[config.mk]
export PLATFORM = sky130hd
export DESIGN_NAME = bird_controller
export DESIGN_NICKNAME = d
export VERILOG_FILES = /design/src/rtl/flappy_pkg.sv /design/src/rtl/rise_detect.sv /design/src/rtl/bird_controller.sv
export SDC_FILE = /design/constraint.sdc
export NUM_CORES = 1
export LEC_CHECK = 0
export ABC_CLOCK_PERIOD_IN_PS = 3950
export CAP_MARGIN = 20
export CORE_ASPECT_RATIO = 2
export CORE_MARGIN = 8
export CORE_UTILIZATION = 53
export CTS_BUF_LIST = sky130_fd_sc_hd__clkbuf_8
export DETAILED_ROUTE_END_ITERATION = 12
export PLACE_DENSITY_LB_ADDON = 0.05
export SLEW_MARGIN = 20
export SYNTH_ARGS = -nofsm -noshare
export SYNTH_HDL_FRONTEND = slang
export SYNTH_HIERARCHICAL = 1
export SYNTH_SLANG_ARGS = --single-unit
[constraint.sdc]
create_clock -name clk -period 3.95 [get_ports clk]
set_input_delay 0.79 -clock clk [delete_from_list [all_inputs] [get_ports clk]]
set_output_delay 0.79 -clock clk [all_outputs]
set_load 0.02 [all_outputs]
[src/rtl/flappy_pkg.sv]
// flappy_pkg: shared Flappy Bird types and screen constants.
// BIRD_SUBPIXEL_EN widens velocity to Q8.4 and enables 4 fractional bits.
package flappy_pkg;
    typedef enum logic [1:0] {IDLE = 2'd0, FLY = 2'd1, DYING = 2'd2, GROUNDED = 2'd3} bird_state_t;
`ifdef BIRD_SUBPIXEL_EN
    localparam int FRAC_BITS = 4;
    typedef logic signed [11:0] bird_vel_t;
`else
    localparam int FRAC_BITS = 0;
    typedef logic signed [7:0] bird_vel_t;
`endif
    localparam int SCREEN_HEIGHT = 480;
    localparam int BIRD_HEIGHT = 20;
endpackage

[src/rtl/rise_detect.sv]
// rise_detect: registered 1-bit rising-edge detector with async active-high reset.
module rise_detect (
    input  logic clk,
    input  logic reset,
    input  logic d_i,
    output logic rise_o
);
    logic d_q;
    always_ff @(posedge clk or posedge reset)
        if (reset) d_q <= 1'b0;
        else d_q <= d_i;
    assign rise_o = d_i & ~d_q;
endmodule

[src/rtl/bird_controller.sv]
// bird_controller: bird physics (gravity, flap, screen clamps) and bird-side state machine.
// Define BIRD_SUBPIXEL_EN for Q10.4 position / Q8.4 velocity with constants in 1/16 px.
module bird_controller
    import flappy_pkg::*;
#(
    parameter int BIRD_START_Y = 240,
    parameter int GRAVITY      = 1,
    parameter int FLAP_IMPULSE = 8,
    parameter int MAX_FALL     = 10
) (
    input  logic              clk,
    input  logic              reset,
    input  logic              frame_tick,
    input  logic              start_button,
    input  logic              flap_button,
    input  logic              collision_in,
    output logic [9:0]        bird_y,
    output logic signed [7:0] bird_vy,
    output logic [1:0]        bird_state,
    output logic              hit_floor
);
    localparam int FB = FRAC_BITS;
    localparam int W = 12 + FB;
    typedef logic [9+FB:0] pos_t;
    typedef logic signed [W-1:0] wide_t;
    localparam wide_t G_C     = wide_t'(GRAVITY);
    localparam wide_t FLAP_C  = wide_t'(-FLAP_IMPULSE);
    localparam wide_t MAXF_C  = wide_t'(MAX_FALL);
    localparam wide_t FLOOR_C = wide_t'((SCREEN_HEIGHT - BIRD_HEIGHT) << FB);
    localparam pos_t  START_C = pos_t'(BIRD_START_Y << FB);

    bird_state_t state_q;
    pos_t        y_q, y_d;
    bird_vel_t   vy_q, vy_d;
    logic        pend_q, hit_q, flap_edge, flap_eff, land_d;
    wide_t       vy_g, vy_n, y_n;

    rise_detect u_flap (.clk(clk), .reset(reset), .d_i(flap_button), .rise_o(flap_edge));

    // A flap edge arriving on the tick itself is consumed; a collision discards it.
    always_comb begin
        flap_eff = (state_q == FLY) && (pend_q || flap_edge) && !collision_in;
        vy_g     = wide_t'(vy_q) + G_C;
        vy_n     = flap_eff ? FLAP_C : (vy_g > MAXF_C ? MAXF_C : vy_g);
        y_n      = wide_t'({2'b00, y_q}) + vy_n;
        land_d   = y_n >= FLOOR_C;
        y_d      = land_d ? pos_t'(FLOOR_C) : (y_n < 0 ? '0 : pos_t'(y_n));
        vy_d     = (land_d || y_n < 0) ? '0 : bird_vel_t'(vy_n);
    end

    always_ff @(posedge clk or posedge reset) begin
        if (reset) begin
            state_q <= IDLE;
            y_q     <= START_C;
            vy_q    <= '0;
            pend_q  <= 1'b0;
            hit_q   <= 1'b0;
        end else begin
            case (state_q)
                IDLE: begin
                    y_q    <= START_C;
                    vy_q   <= '0;
                    pend_q <= start_button;
                    if (start_button) state_q <= FLY;
                end
                FLY: begin
                    if (frame_tick) begin
                        y_q    <= y_d;
                        vy_q   <= vy_d;
                        pend_q <= 1'b0;
                        if (land_d) begin
                            hit_q   <= 1'b1;
                            state_q <= GROUNDED;
                        end else if (collision_in) state_q <= DYING;
                    end else if (collision_in) begin
                        pend_q  <= 1'b0;
                        state_q <= DYING;
                    end else if (flap_edge) pend_q <= 1'b1;
                end
                DYING: begin
                    if (frame_tick) begin
                        y_q  <= y_d;
                        vy_q <= vy_d;
                        if (land_d) begin
                            hit_q   <= 1'b1;
                            state_q <= GROUNDED;
                        end
                    end
                end
                GROUNDED: ;
                default: state_q <= IDLE;
            endcase
        end
    end

    assign bird_y     = y_q[9+FB:FB];
    assign bird_vy    = 8'(vy_q >>> FB);
    assign bird_state = state_q;
    assign hit_floor  = hit_q;
endmodule

==> Yosys cells after proc, flatten, opt, wreduce, memory -nomap -nowiden <==
Cells that the tools add are included.
{ "word_totals": {"register_bits": 23, "latch_bits": 0, "ramBits": 0, "romBits": 0, "in_bits": 6, "wordCells": 54, "mem_count": 0} }
{ "classes": {"n_addsub": 2, "mul": 0, "n_div": 0, "order_cmp": 3, "n_eq_ne": 7, "n_shift": 0, "mux": 20, "bitwise": 2, "reduce_logical": 14} }
{ "ops": {"columns": ["op", "n"], "rows": [
  ["two-way mux 10 bit", 3],
  ["two-way mux 12 bit", 2],
  ["one-hot mux 10 bit (2 select lines)", 1],
  ["two-way mux 8 bit", 2],
  ["one-hot mux 8 bit (2 select lines)", 1],
  ["adder 11 x 12 -> 12 bit", 1],
  [">= comparator 12 x 10 -> 1 bit (second input constant)", 1],
  ["< comparator 12 x 1 -> 1 bit (second input constant)", 1],
  ["two-way mux 2 bit", 6],
  ["adder 8 x 2 -> 9 bit (second input constant)", 1],
  ["greater-than comparator 9 x 5 -> 1 bit (second input constant)", 1],
  ["inequality test 2 bit (second input constant)", 3],
  ["one-hot mux 2 bit (3 select lines)", 1],
  ["inequality test 4 bit (second input constant)", 1],
  ["AND reduction 2 bit", 2],
  ["AND reduction 4 bit", 1],
  ["nonzero test 2 bit", 2],
  ["two-way mux 1 bit", 3],
  ["AND reduction 3 bit", 1],
  ["nonzero test 3 bit", 1],
  ["equality test 2 x 1 -> 1 bit (second input constant)", 1],
  ["equality test 2 bit (second input constant)", 1],
  ["logical AND 1 bit", 2],
  ["logical NOT 2 bit", 1],
  ["other kinds (7)", 8]
]} }

==> Logic depth before layout (Yosys ltp) <==
Gate-level depths: netlist of run 1.
{ "logic_depth": {"ltp_word": 12, "ltp_mapped": 20} }

==> By module <==
The synthesis of run 1 kept the hierarchy.
{ "by_module_without_submodules": {"columns": ["module", "n_inst", "cells_each", "area_per_inst_um2", "seq_area_each_um2"], "rows": [
  ["bird_controller", 1, 256, 2189.6, 555.5],
  ["rise_detect", 1, 3, 42.5, 25.0]
]} }

==> Least setup slack after synthesis of run 1 <==
OpenSTA, ideal clock, no wires.
{ "synth_timing": {"path_type": "reg-to-reg", "from": "register vy_q[0] (netlist: bird_vy[0])", "to": "register state_q[0] (netlist: bird_state[0])", "setup_ps": 142, "arrival_ps": 4053, "setup_slack_ps": -246, "stages_incl_launch_ff": 19, "n_path_buf": 0, "period_less_slack_ps": 4196, "cell_sequence": "dfrtp_1 -> ha_1 -> nand4_2 -> o2bb2ai_1 -> o21ai_0 -> nor2_1 -> o21ai_0 -> nor2_1 -> ha_1 -> o21ai_0 -> o311a_1 -> a32o_1 -> nand2_1 -> a31oi_2 -> mux2_1 -> or4_4 -> o211ai_2 -> a211o_1 -> o22ai_1"} }
{ "synth_via": {"elab_chain_cells": 9, "elab_cells_between_ends": 11, "classes_between": "add/sub (2); order compare (2); eq/ne (1); mux (5); reduce/logical (1)"} }
{ "synth_lines": {"columns": ["item", "line", "rtl"], "rows": [
  ["from (decl)", "bird_controller.sv:34", "bird_vel_t vy_q, vy_d;"],
  ["from (signal assigned)", "bird_controller.sv:69", "vy_q <= vy_d;"],
  ["from (signal assigned)", "bird_controller.sv:83", "vy_q <= vy_d;"],
  ["adder 8 x 2 -> 9 bit (*)", "bird_controller.sv:43", "vy_g = wide_t'(vy_q) + G_C;"],
  ["greater-than comparator 9 x 5 -> 1 bit", "bird_controller.sv:44", "vy_n = flap_eff ? FLAP_C : (vy_g > MAXF_C ? MAXF_C : vy_g);"],
  ["two-way mux 12 bit (*) (2 in series)", "bird_controller.sv:44", null],
  ["adder 11 x 12 -> 12 bit (*)", "bird_controller.sv:45", "y_n = wide_t'({2'b00, y_q}) + vy_n;"],
  [">= comparator 12 x 10 -> 1 bit (*)", "bird_controller.sv:46", "land_d = y_n >= FLOOR_C;"],
  ["two-way mux 2 bit", "bird_controller.sv:71", "if (land_d) begin"],
  ["two-way mux 2 bit", "bird_controller.sv:67", "if (frame_tick) begin"],
  ["one-hot mux 2 bit (3 select lines)", "bird_controller.sv:59", "case (state_q)"],
  ["to (signal assigned)", "bird_controller.sv:64", "if (start_button) state_q <= FLY;"],
  ["to (signal assigned)", "bird_controller.sv:73", "state_q <= GROUNDED;"],
  ["to (signal assigned)", "bird_controller.sv:74", "end else if (collision_in) state_q <= DYING;"],
  ["to (decl)", "bird_controller.sv:32", "bird_state_t state_q;"]
]} }
Every way passes the cells marked *; elsewhere a longest branch is shown, timed or not.
A chain may end at the register's enable or synchronous reset.

==> Worst setup path in the final report of run 1 <==
{ "layout_timing": {"from": "register vy_q[1] (netlist: bird_vy[1])", "to": "register state_q[0] (netlist: bird_state[0])"} }
The elaborated chain is that of the path after synthesis.

==> results.json, run 1 <==
{
  "finClkSkew_ns": 0.004975,
  "violations": "setup timing",
  "hpwl_um": 5986,
  "design_area_um2": 3612,
  "cp.required_ns": 4.10,
  "drtIter0Drc": 162,
  "fmax_ghz": 0.2417,
  "totalWireLength_um": 8976,
  "drive_above_1_share_pct": 43.68,
  "worstHoldStart": "hit_floor$_DFFE_PP0P_",
  "clkSinkCount": 23,
  "path_class": "reg2reg",
  "max_cap_viol_count": 0,
  "via_per_inst": 6.319,
  "grt_pass1_vias": 2812,
  "crit_top_cell": "a211o_1",
  "grt_start_max_net_pins": 23,
  "relSlewSlack_pct": 39.19,
  "drt_first_pass_iters": 5,
  "tightest_slew_ns": 0.9111,
  "pre_cts_slack_ns": -0.5905,
  "final_common_cell": "buf_4",
  "async_flop_share_pct": 100.0,
  "holdCritPathClass": "reg2reg",
  "num_vias": 2730,
  "hold_viol_final": 0,
  "placed_cell_area_um2": 3194,
  "synth_ff_type": "dfrtp_1",
  "critPathMaxFanout": 6,
  "slew_viol_final": 0,
  "cts_tree": "done",
  "cts-root-buf": "clkbuf_8",
  "grt_overflow": 0,
  "num_io_pins": 27,
  "cp-startpoint": "bird_vy[1]$_DFFE_PP0P_",
  "syn_area_um2": 2232,
  "synth_edf_count": 0,
  "die_w_um": 61.89,
  "fp.coreArea_um2": 4088,
  "finalCritPeriodShare_pct": 104.7,
  "path_buf_inv": 0,
  "fin_nets": 403,
  "dieArea_um2": 6670,
  "crit_path_cell_trace": "and4_4 > a211o_1 > and3_4 > nor2_4 > o21ai_1 > nor2_1 > ha_2 > o21ai_2 > o311a_1 > a32o_2 > nand2_2 > a31oi_4 > mux2_4 > or4_4 > o211ai_4 > a211o_1 > o22ai_1",
  "port_buffers": 26,
  "critPathSlowestCell": "or4_4",
  "diodes": 0,
  "nFillCells": 205,
  "post-route-drc-count": 0,
  "cp_top_family": "compound AO/OA/AOI/OAI gates",
  "yosysWarnings": 6,
  "routabilityCongestion": 0.9561,
  "ys_seq_elements": 23,
  "postRouteAntennaNets": 0,
  "netlist_instances": 259,
  "status": "complete, but fails checks",
  "ys_seq_area_share_pct": 26.01,
  "track_usage_pct": 25.78,
  "cts.clk_slew.worst_paths_ns": 0.09,
  "arrival_ns": 4.29,
  "cp-end-kind": "flip-flop",
  "numCtsBuffers": 3,
  "mostFrequentLayoutCells": "95 x buf_4, 27 x nor2_1, 24 x clkdlybuf4s50_1",
  "syn_avg_cell_area_um2": 8.618,
  "worst_slack_ns": -0.1875,
  "rows": 33,
  "wl_per_cell_um": 20.78,
  "setup_tns_ns": -2.217,
  "cts_buffer_depth": 2,
  "cts_max_level": 1,
  "grt_first_pass_wirelength_um": 12950,
  "max_stage_delay_ns": 0.56,
  "cp-start-kind": "flip-flop",
  "clk-insertion-delay-late_ns": 0.27,
  "period_minus_slack_ns": 4.137,
  "rsz0062_at_grt": "yes",
  "cts_hold_buf": 0,
  "grt_antenna_before_repair": 0,
  "die_h_um": 107.8,
  "r2r-start": "bird_vy[1]$_DFFE_PP0P_",
  "setup_viol_count_final": 19,
  "synth_nets": 281,
  "initial_core_util_pct": 54.61,
  "synth_cell_types": 66,
  "syn_to_final_growth_pct": 61.83
}
cells by family (layout without fill, tap and decap cells):
group	Yosys count	count (layout)	synth area share (%)
muxes	2	2	0.9529
AOI/OAI and AO/OA	96	96	33.63
and+or+nand+nor	81	81	19.34
adders and majority gates	16	16	8.969
xor gates and xnor gates	16	16	6.278
buffers and inverters	25	146	4.820
DFF	23	23	26.01
cell usage after synthesis, drive strengths merged, types with 6 or more instances:
library cell	number	share of area, %
a22o	10	3.9
ha	16	9.0
xnor2	11	4.3
o21ai	18	4.0
a31oi	6	2.0
dfrtp	19	21
a21o	7	2.4
inv	17	2.9
nor2	32	5.8
nand3	6	1.6
nand2	18	3.0
a21oi	13	2.9
repair_timing:
| item | CTS | global route |
|---|---|---|
| pin swaps | 17 | 23 |
| gates cloned | 0 | 0 |
| endpoints found under the setup margin | 20 | 20 |
| setup buffers | 11 | 2 |
| resized for setup | 29 | 23 |
registers in the layout, summed over array words and instances, names as in the netlist:
| signal | count |
|---|---|
| bird_y | 10 |
| bird_vy | 8 |
| bird_state | 2 |
| hit_floor | 1 |
| pend_q | 1 |
| u_flap/d_q | 1 |
routing by layer:
metal,global-route usage (%),wire length [um]
met5,0,0
met4,17.08,675
met3,3.952,535
met2,47.39,4842
met1,23.96,2922
layout make-up:
| cell class | instances | area (um2) | share of cell area, % |
|---|---|---|---|
| clock buffers | 3 | 41.29 | 1.143 |
| flip-flops and latches | 23 | 585.6 | 16.21 |
| well taps | 52 | 65.06 | 1.801 |
| clock inverters | 1 | 5.005 | 0.1386 |
| inverters | 17 | 63.81 | 1.767 |
| repair buffers | 125 | 1025 | 28.37 |
| multi-input cells | 211 | 1827 | 50.57 |
per-stage QoR:
| step | hold slack, ns | std cells | util [%] |
|---|---|---|---|
| global placement | 0.4668 | 415 | 78.15 |
| finish | 0.4965 | 432 | 88.37 |
| detailed placement | 0.4726 | 415 | 78.15 |
| global route | 0.4972 | 432 | 88.37 |
| CTS | 0.4930 | 430 | 84.57 |
| floorplan | 0.5187 | 259 | - |
path summary, 6_finish.rpt:
check / end / slack [ns] / cells past startpoint
worst max-delay path: bird_state[0]$_DFFE_PP0P_ / -0.19 / 17
worst min register to register: hit_floor$_DFFE_PP0P_ / 0.50 / 1
min in group asynchronous: u_flap/d_q$_DFF_PP0_ / 0.70 / 2
max in group asynchronous: bird_vy[0]$_DFFE_PP0P_ / 2.27 / 2
worst max register to register: bird_state[0]$_DFFE_PP0P_ / -0.19 / 17
worst min-delay path: hit_floor$_DFFE_PP0P_ / 0.50 / 1
Power of run 1 is not shown: default switching activity piles up to over one toggle a cycle in this logic, so the estimate is an artifact.
==> run 2, diff against run 1 <==
Settings changed: ABC_AREA set to 1, ABC_CLOCK_PERIOD_IN_PS 3950 to 4400, CORE_UTILIZATION 53 to 55, MAX_ROUTING_LAYER set to met4.
Clock period 3.95 ns to 4.4 ns, I/O delays scaled along.
==> run 2 against run 1 <==
Net effect:
- the run now ends clean
- clock-buffer cell count unchanged
- global-route usage down 4.8 points
- clock skew down 0.0017 ns
- first-iteration DRC count down 40%
- non-clock buffer count down 99
- design area down 31%
- critical path depth up 4
- critical endpoint is now bird_y[1]$_DFFE_PP0P_
==> results.json, run 2 <==
{
  "status": "finished clean",
  "setup_tns_ns": 0,
  "diodes": 0,
  "via_per_inst": 5.419,
  "synth.most_common_cell": "nand2_1",
  "slew_viol_final": 0,
  "clkSinkCount": 23,
  "cts_resized": 0,
  "critPathMaxFanout": 9,
  "drive_above_1_share_pct": 13.31,
  "grt_overflow": 0,
  "cp-start-kind": "input pin",
  "relSlewSlack_pct": 39.49,
  "path_class": "in2reg",
  "dieArea_um2": 6260,
  "finClkSkew_ns": 0.003226,
  "cts_hold_buf": 0,
  "yosysWarnings": 6,
  "initial_core_util_pct": 56.22,
  "netlist_instances": 309,
  "largest_reg_flops": 10,
  "period_minus_slack_ns": 3.975,
  "synth_edf_count": 0,
  "ys_top_cells_by_count": "79 x nand2_1, 47 x inv_1, 33 x nand3_1, 32 x nor2_1, 19 x dfrtp_1",
  "async_flop_share_pct": 100.0,
  "worstHoldStart": "hit_floor$_DFFE_PP0P_",
  "holdCritPathClass": "reg2reg",
  "grt_antenna_before_repair": 0,
  "totalWireLength_um": 5867,
  "r2r-start": "bird_vy[0]$_DFFE_PP0P_",
  "fmax_ghz": 0.2516,
  "wl_per_cell_um": 15.08,
  "synth_nets": 331,
  "clk-insertion-delay-late_ns": 0.27,
  "routabilityCongestion": 0.9579,
  "cts-root-buf": "clkbuf_8",
  "ys_seq_area_share_pct": 27.15,
  "cp.required_ns": 4.60,
  "whs_path_depth": 1,
  "setup_viol_count_final": 0,
  "mostFrequentLayoutCells": "79 x nand2_1, 47 x inv_1, 33 x nand3_1",
  "synth_cell_types": 33,
  "post-route-drc-count": 0,
  "cts_max_level": 1,
  "ys_seq_elements": 23,
  "nFillCells": 365,
  "reg2regPathDepth": 27,
  "num_vias": 2108,
  "syn_avg_cell_area_um2": 6.920,
  "finalCritPeriodShare_pct": 90.33,
  "hold_end": "hit_floor$_DFFE_PP0P_",
  "final_common_cell": "nand2_1",
  "r2r_slack_ns": 0.72,
  "reg2reg_to": "bird_state[0]$_DFFE_PP0P_",
  "post_cts_buffers": 0,
  "fp.coreArea_um2": 3804,
  "yosysTopAreaCell": "dfrtp_1",
  "cts_tree": "done",
  "fin_nets": 361,
  "cp-startpoint": "flap_button",
  "syn_area_um2": 2138,
  "hpwl_um": 4741,
  "port_buffers": 26,
  "arrival_ns": 4.17,
  "hold_viol_final": 0,
  "synth_ff_type": "dfrtp_1",
  "syn_to_final_growth_pct": 17.26,
  "die_h_um": 104.2,
  "track_usage_pct": 20.94,
  "grt_pass1_vias": 2231,
  "synth_area_leaders": "dfrtp_1 22%, nand2_1 14%, ha_1 9.4%, inv_1 8.3%, nand3_1 7.7%",
  "drt_first_pass_iters": 4,
  "rows": 32,
  "numCtsBuffers": 3,
  "rsz0062_at_grt": "no",
  "synth.top_cell.area_share_pct": 22.24,
  "max_cap_viol_count": 0,
  "grt_first_pass_wirelength_um": 9880,
  "postRouteAntennaNets": 0,
  "grt_start_max_net_pins": 23,
  "drtIter0Drc": 97,
  "cp-end-kind": "flip-flop",
  "die_w_um": 60.09,
  "num_io_pins": 27,
  "cts_buffer_depth": 2,
  "cts.clk_slew.worst_paths_ns": 0.09,
  "tightest_slew_ns": 0.9066
}
[run 2: cell count changes after synthesis, moves of 9 or more]
cell,change
a22o_1,-10
inv_1,+31
nand2_1,+61
nand2_2,+9
nand3_1,+28
o21ai_0,-13
xnor2_1,-11
[run 2: through the flow]
step | instance area (um2) | hold WS, ns | util (%) | instances | setup slack, ns
2_1_floorplan | 2138 | 0.4940 | - | 309 | 1.146
3_3_place_gp | 2459 | 0.4673 | 64.64 | 385 | 0.2864
3_5_place_dp | 2459 | 0.4695 | 64.64 | 385 | 0.1737
4_1_cts | 2507 | 0.5041 | 65.92 | 389 | 0.4558
5_1_grt | 2507 | 0.5440 | 65.92 | 389 | 0.09457
6_report | 2507 | 0.4948 | 65.92 | 389 | 0.4255
[run 2: per-layer routing]
metal	up-vias	track usage (%)	wire (um)	part of all wire (%)
li1	1055	-	-	-
met1	972	19.19	2155	37
met2	54	37.37	3223	55
met3	27	2.230	146	2.5
met4	0	14.63	340	5.8
met5	-	-	0	0
[run 2: worst max-delay path: stages]
cell	delay, ns
clkdlybuf4s50_1	0.44
inv_1	0.08
nor2_2	0.03
nor2_1	0.08
inv_1	0.06
nand2_1	0.28
inv_1	0.15
nor2_1	0.18
inv_1	0.18
ha_1	0.40
a21oi_1	0.20
inv_1	0.06
a31oi_1	0.24
nand3_1	0.12
nand2_1	0.07
nand2_1	0.08
nor2_4	0.18
nand2_4	0.11
nor2_4	0.17
nand3_1	0.10
o21ai_1	0.08
[run 2: logic make-up after synthesis]
logic type | Yosys count | synth area share (%)
buf+inv | 51 | 8.952
simple gates | 180 | 40.78
flops | 23 | 27.15
xor+xnor | 2 | 1.697
fa+ha+maj | 16 | 9.362
compound gates | 37 | 12.05
[run 2: cell type report]
type                    count  area, um2  area share, %
clock inverters             1      7.507         0.2994
multi-input cells         235       1366          54.49
inverters                  50      187.7          7.485
well taps                  51      63.81          2.545
repair buffers             26      260.3          10.38
clock buffers               3      41.29          1.647
flip-flops and latches     23      580.6          23.15
[run 2: worst max-delay path by stage]
stage,to,depth (start not counted)
2_1_floorplan,bird_state[1]$_DFFE_PP0P_,21
3_3_place_gp,bird_y[1]$_DFFE_PP0P_,21
6_report,bird_y[1]$_DFFE_PP0P_,21
3_5_place_dp,bird_vy[0]$_DFFE_PP0P_,21
4_1_cts,bird_vy[0]$_DFFE_PP0P_,21
5_1_grt,bird_vy[4]$_DFFE_PP0P_,21
Power of run 2 is left out for the same reason.
